--- src/rtl/usb_crc_tx_encoder.sv ---
// Serial CRC encoder for the USB TX path: PID, optional payload, then optional CRC5/CRC16, LSB-first.
// Latency: a packet offered in IDLE presents its first bit on the next cycle; one idle cycle between packets.
// Backpressure: a bit moves only when bs_ready is high; with bs_ready low, outputs and state hold.
//
// Ports:
//   clock, reset               single clock, synchronous active-high reset
//   pkt_ready/pkt_in/pkt_mode  packet offer: PID in [7:0], payload bytes above it, mode 0..3
//   pkt_len                    payload byte count for mode 2 (clamped to MAX_BYTES)
//   bs_ready                   bit stuffer accepts out_bit this cycle
//   out_bit/crc_valid_out      serial bit and its qualifier
//   last_bit                   final bit of the packet
//   busy                       packet in flight; further offers ignored
module usb_crc_tx_encoder #(
    parameter int MAX_BYTES = 8,
    localparam int LEN_W    = $clog2(MAX_BYTES + 1)
) (
    input  logic                   clock,
    input  logic                   reset,
    input  logic                   pkt_ready,
    input  logic [8*MAX_BYTES+7:0] pkt_in,
    input  logic [1:0]             pkt_mode,
    input  logic [LEN_W-1:0]       pkt_len,
    input  logic                   bs_ready,
    output logic                   out_bit,
    output logic                   crc_valid_out,
    output logic                   last_bit,
    output logic                   busy
);
    localparam int PKT_W = 8*MAX_BYTES + 8;
    // Counts bits within one phase; must reach the longest body and 16 CRC bits.
    localparam int CNT_W = $clog2(8*MAX_BYTES + 17);

    localparam logic [1:0] S_IDLE = 2'd0;
    localparam logic [1:0] S_PID  = 2'd1;
    localparam logic [1:0] S_BODY = 2'd2;
    localparam logic [1:0] S_CRC  = 2'd3;

    logic [1:0]       state_q, state_d;
    logic [CNT_W-1:0] cnt_q, cnt_d;
    logic [CNT_W-1:0] body_bits_q, body_bits_d;
    logic [PKT_W-1:0] pkt_q, pkt_d;
    logic [1:0]       mode_q, mode_d;
    logic [4:0]       crc5_q, crc5_d;
    logic [15:0]      crc16_q, crc16_d;

    logic [LEN_W-1:0] len_c;
    logic [CNT_W:0]   sel_idx;
    logic             pkt_bit;
    logic             cur_bit;
    logic             cur_last;
    logic             fb5;
    logic             fb16;

    assign len_c = (pkt_len > LEN_W'(MAX_BYTES)) ? LEN_W'(MAX_BYTES) : pkt_len;

    // Body bits sit 8 positions above the PID bits in the latched packet; a
    // mask-and-reduce select also yields 0 for positions past the vector end.
    assign sel_idx = (state_q == S_BODY) ? ({1'b0, cnt_q} + (CNT_W+1)'(8)) : {1'b0, cnt_q};
    assign pkt_bit = |(pkt_q & (PKT_W'(1) << sel_idx));

    always_comb begin
        cur_bit  = 1'b0;
        cur_last = 1'b0;
        case (state_q)
            S_PID: begin
                cur_bit  = pkt_bit;
                cur_last = (mode_q == 2'd0) && (cnt_q == CNT_W'(7));
            end
            S_BODY: begin
                cur_bit = pkt_bit;
            end
            S_CRC: begin
                // Complemented register, MSB first.
                if (mode_q == 2'd1) begin
                    cur_bit  = ~crc5_q[3'(3'd4 - cnt_q[2:0])];
                    cur_last = (cnt_q == CNT_W'(4));
                end else begin
                    cur_bit  = ~crc16_q[4'(4'd15 - cnt_q[3:0])];
                    cur_last = (cnt_q == CNT_W'(15));
                end
            end
            default: ;
        endcase
    end

    assign fb5  = crc5_q[4] ^ cur_bit;
    assign fb16 = crc16_q[15] ^ cur_bit;

    always_comb begin
        state_d     = state_q;
        cnt_d       = cnt_q;
        body_bits_d = body_bits_q;
        pkt_d       = pkt_q;
        mode_d      = mode_q;
        crc5_d      = crc5_q;
        crc16_d     = crc16_q;
        case (state_q)
            S_IDLE: begin
                if (pkt_ready) begin
                    pkt_d   = pkt_in;
                    mode_d  = (pkt_mode == 2'd3) ? 2'd0 : pkt_mode;
                    if (pkt_mode == 2'd1)
                        body_bits_d = CNT_W'(11);
                    else if (pkt_mode == 2'd2)
                        body_bits_d = CNT_W'(len_c) << 3;
                    else
                        body_bits_d = '0;
                    crc5_d  = '1;
                    crc16_d = '1;
                    cnt_d   = '0;
                    state_d = S_PID;
                end
            end
            S_PID: begin
                if (bs_ready) begin
                    if (cnt_q == CNT_W'(7)) begin
                        cnt_d = '0;
                        if (mode_q == 2'd0)
                            state_d = S_IDLE;
                        else if (body_bits_q == '0)
                            state_d = S_CRC;
                        else
                            state_d = S_BODY;
                    end else begin
                        cnt_d = cnt_q + 1'b1;
                    end
                end
            end
            S_BODY: begin
                if (bs_ready) begin
                    // Both registers run; only the one matching the mode is sent.
                    crc5_d  = {crc5_q[3:0], 1'b0} ^ (fb5 ? 5'h05 : 5'h00);
                    crc16_d = {crc16_q[14:0], 1'b0} ^ (fb16 ? 16'h8005 : 16'h0000);
                    if (cnt_q == body_bits_q - 1'b1) begin
                        cnt_d   = '0;
                        state_d = S_CRC;
                    end else begin
                        cnt_d = cnt_q + 1'b1;
                    end
                end
            end
            S_CRC: begin
                if (bs_ready) begin
                    if (cur_last)
                        state_d = S_IDLE;
                    else
                        cnt_d = cnt_q + 1'b1;
                end
            end
            default: state_d = S_IDLE;
        endcase
    end

    always_ff @(posedge clock) begin
        if (reset) begin
            state_q     <= S_IDLE;
            cnt_q       <= '0;
            body_bits_q <= '0;
            pkt_q       <= '0;
            mode_q      <= 2'd0;
            crc5_q      <= '0;
            crc16_q     <= '0;
        end else begin
            state_q     <= state_d;
            cnt_q       <= cnt_d;
            body_bits_q <= body_bits_d;
            pkt_q       <= pkt_d;
            mode_q      <= mode_d;
            crc5_q      <= crc5_d;
            crc16_q     <= crc16_d;
        end
    end

    assign crc_valid_out = (state_q != S_IDLE);
    assign busy          = (state_q != S_IDLE);
    assign out_bit       = cur_bit;
    assign last_bit      = cur_last;

endmodule
--- config.mk ---
export PLATFORM = sky130hd
export DESIGN_NAME = usb_crc_tx_encoder
export DESIGN_NICKNAME = d
export VERILOG_FILES = /design/src/rtl/usb_crc_tx_encoder.sv
export SDC_FILE = /design/constraint.sdc
export NUM_CORES = 1
export LEC_CHECK = 0
export ABC_AREA = 1
export BUFFER_PORTS_ARGS = -buffer_cell sky130_fd_sc_hd__clkbuf_2
export CAP_MARGIN = 20
export CORE_ASPECT_RATIO = 0.5
export CORE_MARGIN = 2
export CORE_UTILIZATION = 52
export DETAILED_ROUTE_END_ITERATION = 12
export MAX_ROUTING_LAYER = met4
export PLACE_DENSITY = 0.89
export SLEW_MARGIN = 5
export SYNTH_ARGS = -nofsm -noshare
export SYNTH_HDL_FRONTEND = slang
export SYNTH_SLANG_ARGS = --single-unit
--- constraint.sdc ---
create_clock -name clock -period 2.7 [get_ports clock]
set_clock_uncertainty 0.1 [all_clocks]
set_input_delay 0.405 -clock clock [delete_from_list [all_inputs] [get_ports clock]]
set_output_delay 0.405 -clock clock [all_outputs]
set_load 0.03 [all_outputs]
After elaboration in Yosys (flattened, before gate mapping)
Cells that the tools add are included.
{"block": "totals", "ff_bits": 111, "inputBits": 82, "out_inout_bits": 4, "elab_cells": 93}
{"block": "classes", "n_addsub": 5, "order_cmp": 3, "eq_ne": 19, "n_shift": 1, "n_mux": 39, "bitwise": 7, "reduce_logical": 12}
{"cell": "AND 72 bit", "count": 1}
{"cell": "OR reduction 72 bit", "count": 1}
{"cell": "<< shifter 1 x 8 -> 72 bit (first input constant)", "count": 1}
{"cell": "2-to-1 mux 7 bit", "count": 9}
{"cell": "2-to-1 mux 16 bit", "count": 3}
{"cell": "one-hot mux 16 bit (2 select lines)", "count": 1}
{"cell": "one-hot mux 7 bit (4 select lines)", "count": 1}
{"cell": "2-to-1 mux 2 bit", "count": 9}
{"cell": "XOR 16 bit", "count": 1}
{"cell": "== test 7 x 3 -> 1 bit (second input constant)", "count": 2}
{"cell": "!= test 2 bit (second input constant)", "count": 7}
{"cell": "2-to-1 mux 5 bit", "count": 2}
{"cell": "one-hot mux 5 bit (2 select lines)", "count": 1}
{"cell": "adder 7 x 4 -> 8 bit (second input constant)", "count": 1}
{"cell": "== test 2 bit (second input constant)", "count": 4}
{"cell": "2-to-1 mux 8 bit", "count": 1}
{"cell": "one-hot mux 2 bit (4 select lines)", "count": 1}
{"cell": "adder 7 x 1 -> 7 bit (second input constant)", "count": 1}
{"cell": "== test 7 x 4 -> 1 bit (second input constant)", "count": 1}
{"cell": "== test 7 bit", "count": 1}
{"cell": "logical NOT 7 bit", "count": 1}
{"cell": "AND reduction 7 bit", "count": 1}
{"cell": "subtractor 7 x 1 -> 7 bit (second input constant)", "count": 1}
{"cell": "== test 2 x 1 -> 1 bit (second input constant)", "count": 3}
{"cell": "22 further kinds", "count": 31}

Depth between registers and ports, before layout
{"block": "logic_depth", "depth_word": 11, "mapped_depth": 24, "depth_no_buf": 23}

Worst setup path before layout
OpenSTA, ideal clock, no wires.
{"block": "synth_path", "path_type": "reg2out", "start": "register cnt_q[0]", "end": "output out_bit", "arrival_time_ns": 2.225, "setup_slack_ns": -0.030, "stages_incl_launch_ff": 19, "path_buffers": 3, "path_cell_list": "dfxtp_1 > buf_2 > inv_1 > buf_2 > ha_1 > ha_1 > clkbuf_1 > nand3_1 > nor2_1 > nand2_1 > nand2_1 > nor2_1 > a21oi_1 > nor2_1 > nand2_1 > nand2_2 > nand2_4 > nand2_4 > inv_1"}
{"block": "synth_via", "elab_chain_len": 6}
{"element": "start: declaration", "line_no": "39", "rtl": "logic [CNT_W-1:0] cnt_q, cnt_d;"}
{"element": "start signal: assignment", "line_no": "165", "rtl": "cnt_q <= cnt_d;"}
{"element": "adder 7 x 4 -> 8 bit (tied with other cells)", "line_no": "58", "rtl": "assign sel_idx = (state_q == S_BODY) ? ({1'b0, cnt_q} + (CNT_W+1)'(8)) : {1'b0, cnt_q};"}
{"element": "2-to-1 mux 8 bit (tied with other cells)", "line_no": "58"}
{"element": "<< shifter 1 x 8 -> 72 bit (tied with other cells)", "line_no": "59", "rtl": "assign pkt_bit = |(pkt_q & (PKT_W'(1) << sel_idx));"}
{"element": "AND 72 bit (tied with other cells)", "line_no": "59"}
{"element": "OR reduction 72 bit or 2-to-1 mux 1 bit (tied branches)", "line_no": "59, 74"}
{"element": "one-hot mux 1 bit (2 select lines) (*)", "line_no": "64", "rtl": "case (state_q)"}
{"element": "end: declaration", "line_no": "24", "rtl": "output logic out_bit,"}
Mark *: on every way between the ends. The rest lies on a longest branch, timed or not. The select of a mux whose other input is x is not followed.

Final worst setup path
{"block": "layout_path", "start": "register state_q[0]", "end": "output out_bit"}
{"block": "layout_via", "elab_chain_len": 6}
{"element": "start: declaration", "line_no": "38", "rtl": "logic [1:0] state_q, state_d;"}
{"element": "start signal: assignment", "line_no": "164", "rtl": "state_q <= state_d;"}
{"element": "== test 2 bit", "line_no": "58, 64"}
{"element": "2-to-1 mux 8 bit", "line_no": "58"}
{"element": "<< shifter 1 x 8 -> 72 bit", "line_no": "59"}
{"element": "AND 72 bit", "line_no": "59"}
{"element": "OR reduction 72 bit", "line_no": "59"}
{"element": "one-hot mux 1 bit (2 select lines) (*)", "line_no": "64"}
Mark *: on every way between the ends. The rest lies on a longest branch, timed or not.

==> impl_metrics.yaml <==
status:
  status: "finished with violations"
  violations: "negative setup slack"
sta:
  hold_ws_ps: 174
  report.final.hold_viol_count: 0
  fin_ws_ps: -444
  fmax_ghz: 0.318
  period_needed_ps: 3140
  rsz0062_at_grt: "true"
  finalSetupViolations: 4
  tightestPinTransition_ps: 622
  relSlewSlack_pct: 58.5
  drv_slew: 0
  timing.final.crit_share_pct: 116
floorplan:
  fp.dieW_um: 151
  core-area_um2: 10300
  start_util_pct: 54.0
  rows: 26
  die_y_um: 77.3
  io_pins: 86
  dieArea_um2: 11600
setup_path:
  max_stage_delay_ps: 340
  worstPathArrival_ps: 2640
  crit_chain: "inv_4 -> ha_4 -> inv_2 -> nand2_2 -> nand2_2 -> buf_4 -> nand4_1 -> nand2_1 -> nor2_1 -> nand2_1 -> nor2_1 -> nand2_1 -> nand2_1 -> nand3_1 -> nand2_1 -> nand2_2 -> nand2_2 -> nand2_4 -> nand2_4 -> clkinvlp_4 -> buf_8"
  cp-start-kind: "flop"
  path_common_cell: "nand2_1"
  cp.required_ps: 2190
  cpMaxStageDelayCell: "dfxtp_2"
  crit_fanout: 14
  cp-end-kind: "output pin"
  crit_type: "flop to output pin"
  path_buf_inv: 5
  cp_top_family: "simple AND/OR/NAND/NOR gates"
grt:
  grt_pass1_wl_mm: 25.8
  grt_max_degree: 79
  track_usage_pct: 28.4
  antenna_found_initial: 0
  grt_remaining_overflow: 0
  grt_pass1_vias: 5567
synthesis:
  ys_seq_elements: 108
  yosys.area.top_type: "dfxtp_1"
  syn-instance-count: 800
  syn_avg_cell_area_um2: 6.99
  synthTopCellsByArea: "dfxtp_1 39%, nor2_1 12%, o21ai_0 8.1%, nand4_1 7.2%, nand2_1 6.5%"
  seq_area_frac_synth_pct: 38.7
  synth_top_area_share_pct: 38.7
  yosys_warnings: 0
  syn_area_um2: 5590
  post_synth_num_cell_types: 34
  syn-num-nets: 898
pwr:
  vdd_drop_max_uv: 449
  power.switching_mw: 2.29
  clockPowerShare_pct: 26.0
  pwr-share-comb_pct: 36.2
  power.density_nw_per_um2: 884
  leakage_nw: 3.09
  p_sw_share_pct: 37.0
  seqPwrFrac_pct: 37.8
  internal_power_mw: 3.89
layout:
  fillCellCount: 752
  final_common_cell: "nor2_1"
  antenna_cells: 0
  drive_gt1_share_pct: 23.6
  mostFrequentLayoutCells: "178 x nor2_1, 101 x dfxtp_1, 91 x nand2_1, 89 x o21ai_0, 84 x clkbuf_2"
  nets: 992
  syn_to_final_growth_pct: 25.2
clock_network:
  clock_path_buffers: 2
  insertion_delay_ps: 350
  cts_tree: "yes"
  cts_inserted_buffers: 9
  h-tree-depth: 3
  cts-root-buf: "clkbuf_16"
  clock-sinks: 108
  cts_hold_buf: 0
  clk_pin_slew_ps: 70
drt:
  initialDrtViolationCount: 880
  postRouteAntennaNets: 0
  drt_wl_total_mm: 16.9
  vias_per_cell: 5.88
  wl_per_cell_um: 16.3
  drc: 0
  vias: 6105
  first_pass_iters: 6
placement:
  hpwl_mm: 10.7
  place_congestion: 0.979
  io_buffers: 85
  place_ws_ps: -192
worst_hold_path:
  hp-class: "input pin to flop"
run:
  maxCapViolCount: 0
[power groups by stage]
stage          combinational, mW  sequential (mW)  clock, mW
2_1_floorplan               1.48             2.25          0
3_3_place_gp                1.92             2.33          0
3_5_place_dp                1.99             2.34          0
4_1_cts                     2.07             2.32       1.62
5_1_grt                     2.49             2.38       1.68
6_report                    2.24             2.34       1.61
[path summary, 6_finish.rpt]
check             start              to  slack (ps)  cells past startpoint
max          state_q[0]         out_bit        -440                     21
min          pkt_len[1]  body_bits_q[4]         170                      3
max reg2reg  state_q[0]     crc16_q[15]         -10                     25
min reg2reg   pkt_q[66]       pkt_q[66]         390                      2
[synthesized netlist by cell type]
cell type and count:
nor2_1 183, dfxtp_1 108, nand2_1 97, o21ai_0 90, nand4_1 64, inv_1 51
clkbuf_1 36, nand3_1 36, a21oi_1 34, a221oi_1 16, ha_1 16, buf_2 10
nand2_2 9, xor2_1 9, inv_2 6, buf_6 5, buf_4 4, nand2_4 3
nor3_1 3, or2_1 3, a31oi_1 2, o211ai_1 2, xnor2_1 2, a2111oi_0 1
inv_4 1, nand3b_1 1, nor2_2 1, nor3_2 1, nor3_4 1, o21ai_1 1
o32a_1 1, o41ai_1 1, or2_2 1, xor2_2 1
[tightest hold or removal path, stage by stage]
cell and delay, ps:
clkbuf_2 80, nand2_1 50, a21oi_1 50
[through the flow]
| stage | cell area, um^2 | std cells | utilization [%] | setup TNS, ps | total power [mW] |
|---|---|---|---|---|---|
| 6_report | 7000 | 1038 | 67.6 | -468 | 6.18 |
| 5_1_grt | 7000 | 1038 | 67.6 | -1530 | 6.54 |
| 4_1_cts | 6830 | 1034 | 66.0 | -347 | 6.01 |
| 3_5_place_dp | 6300 | 1014 | 60.9 | -609 | 4.33 |
| 3_3_place_gp | 6300 | 1014 | 60.9 | -101 | 4.24 |
| 2_1_floorplan | 5600 | 800 | - | 0 | 3.73 |
[logic make-up after synthesis]
| logic type | Yosys count | share of synthesized area [%] |
|---|---|---|
| AO/OA/AOI/OAI | 148 | 14.7 |
| XOR/XNOR | 12 | 2.01 |
| adder cells (fa/ha/maj) | 16 | 3.58 |
| buffers and inverters | 113 | 8.80 |
| flip-flops | 108 | 38.7 |
| AND/OR/NAND/NOR | 403 | 32.2 |
[metal layers]
layer	part of all wire (%)	track usage (%)	vias up	routed length, um
met4	3.3	10.4	0	560
met5	0	-	-	0
met3	9.9	6.90	71	1670
met1	40	34.8	2762	6770
li1	-	-	2871	-
met2	47	45.7	401	7900
[cell type report]
type	instances	area [um^2]	area share, %
clock buffer	9	225	3.22
clock inverter	6	136	1.95
inverter	58	229	3.27
multi-input combinational	579	3090	44.2
sequential	108	2180	31.1
tap	140	175	2.50
timing repair buffer	138	960	13.7
[what timing repair did]
item	in CTS	in global routing
gates resized for setup	31	23
cloned	1	3
setup endpoints to repair	6	6
buffers inserted	4	1
pin swaps	8	13
[registers in the layout, summed over array words and instances, names as in the netlist, named ones only]
signal and count:
pkt_q 72, crc16_q 16, cnt_q 7, body_bits_q 5, crc5_q 5, mode_q 1
state_q 1
No activity file was read; power rests on OpenSTA's default activity.
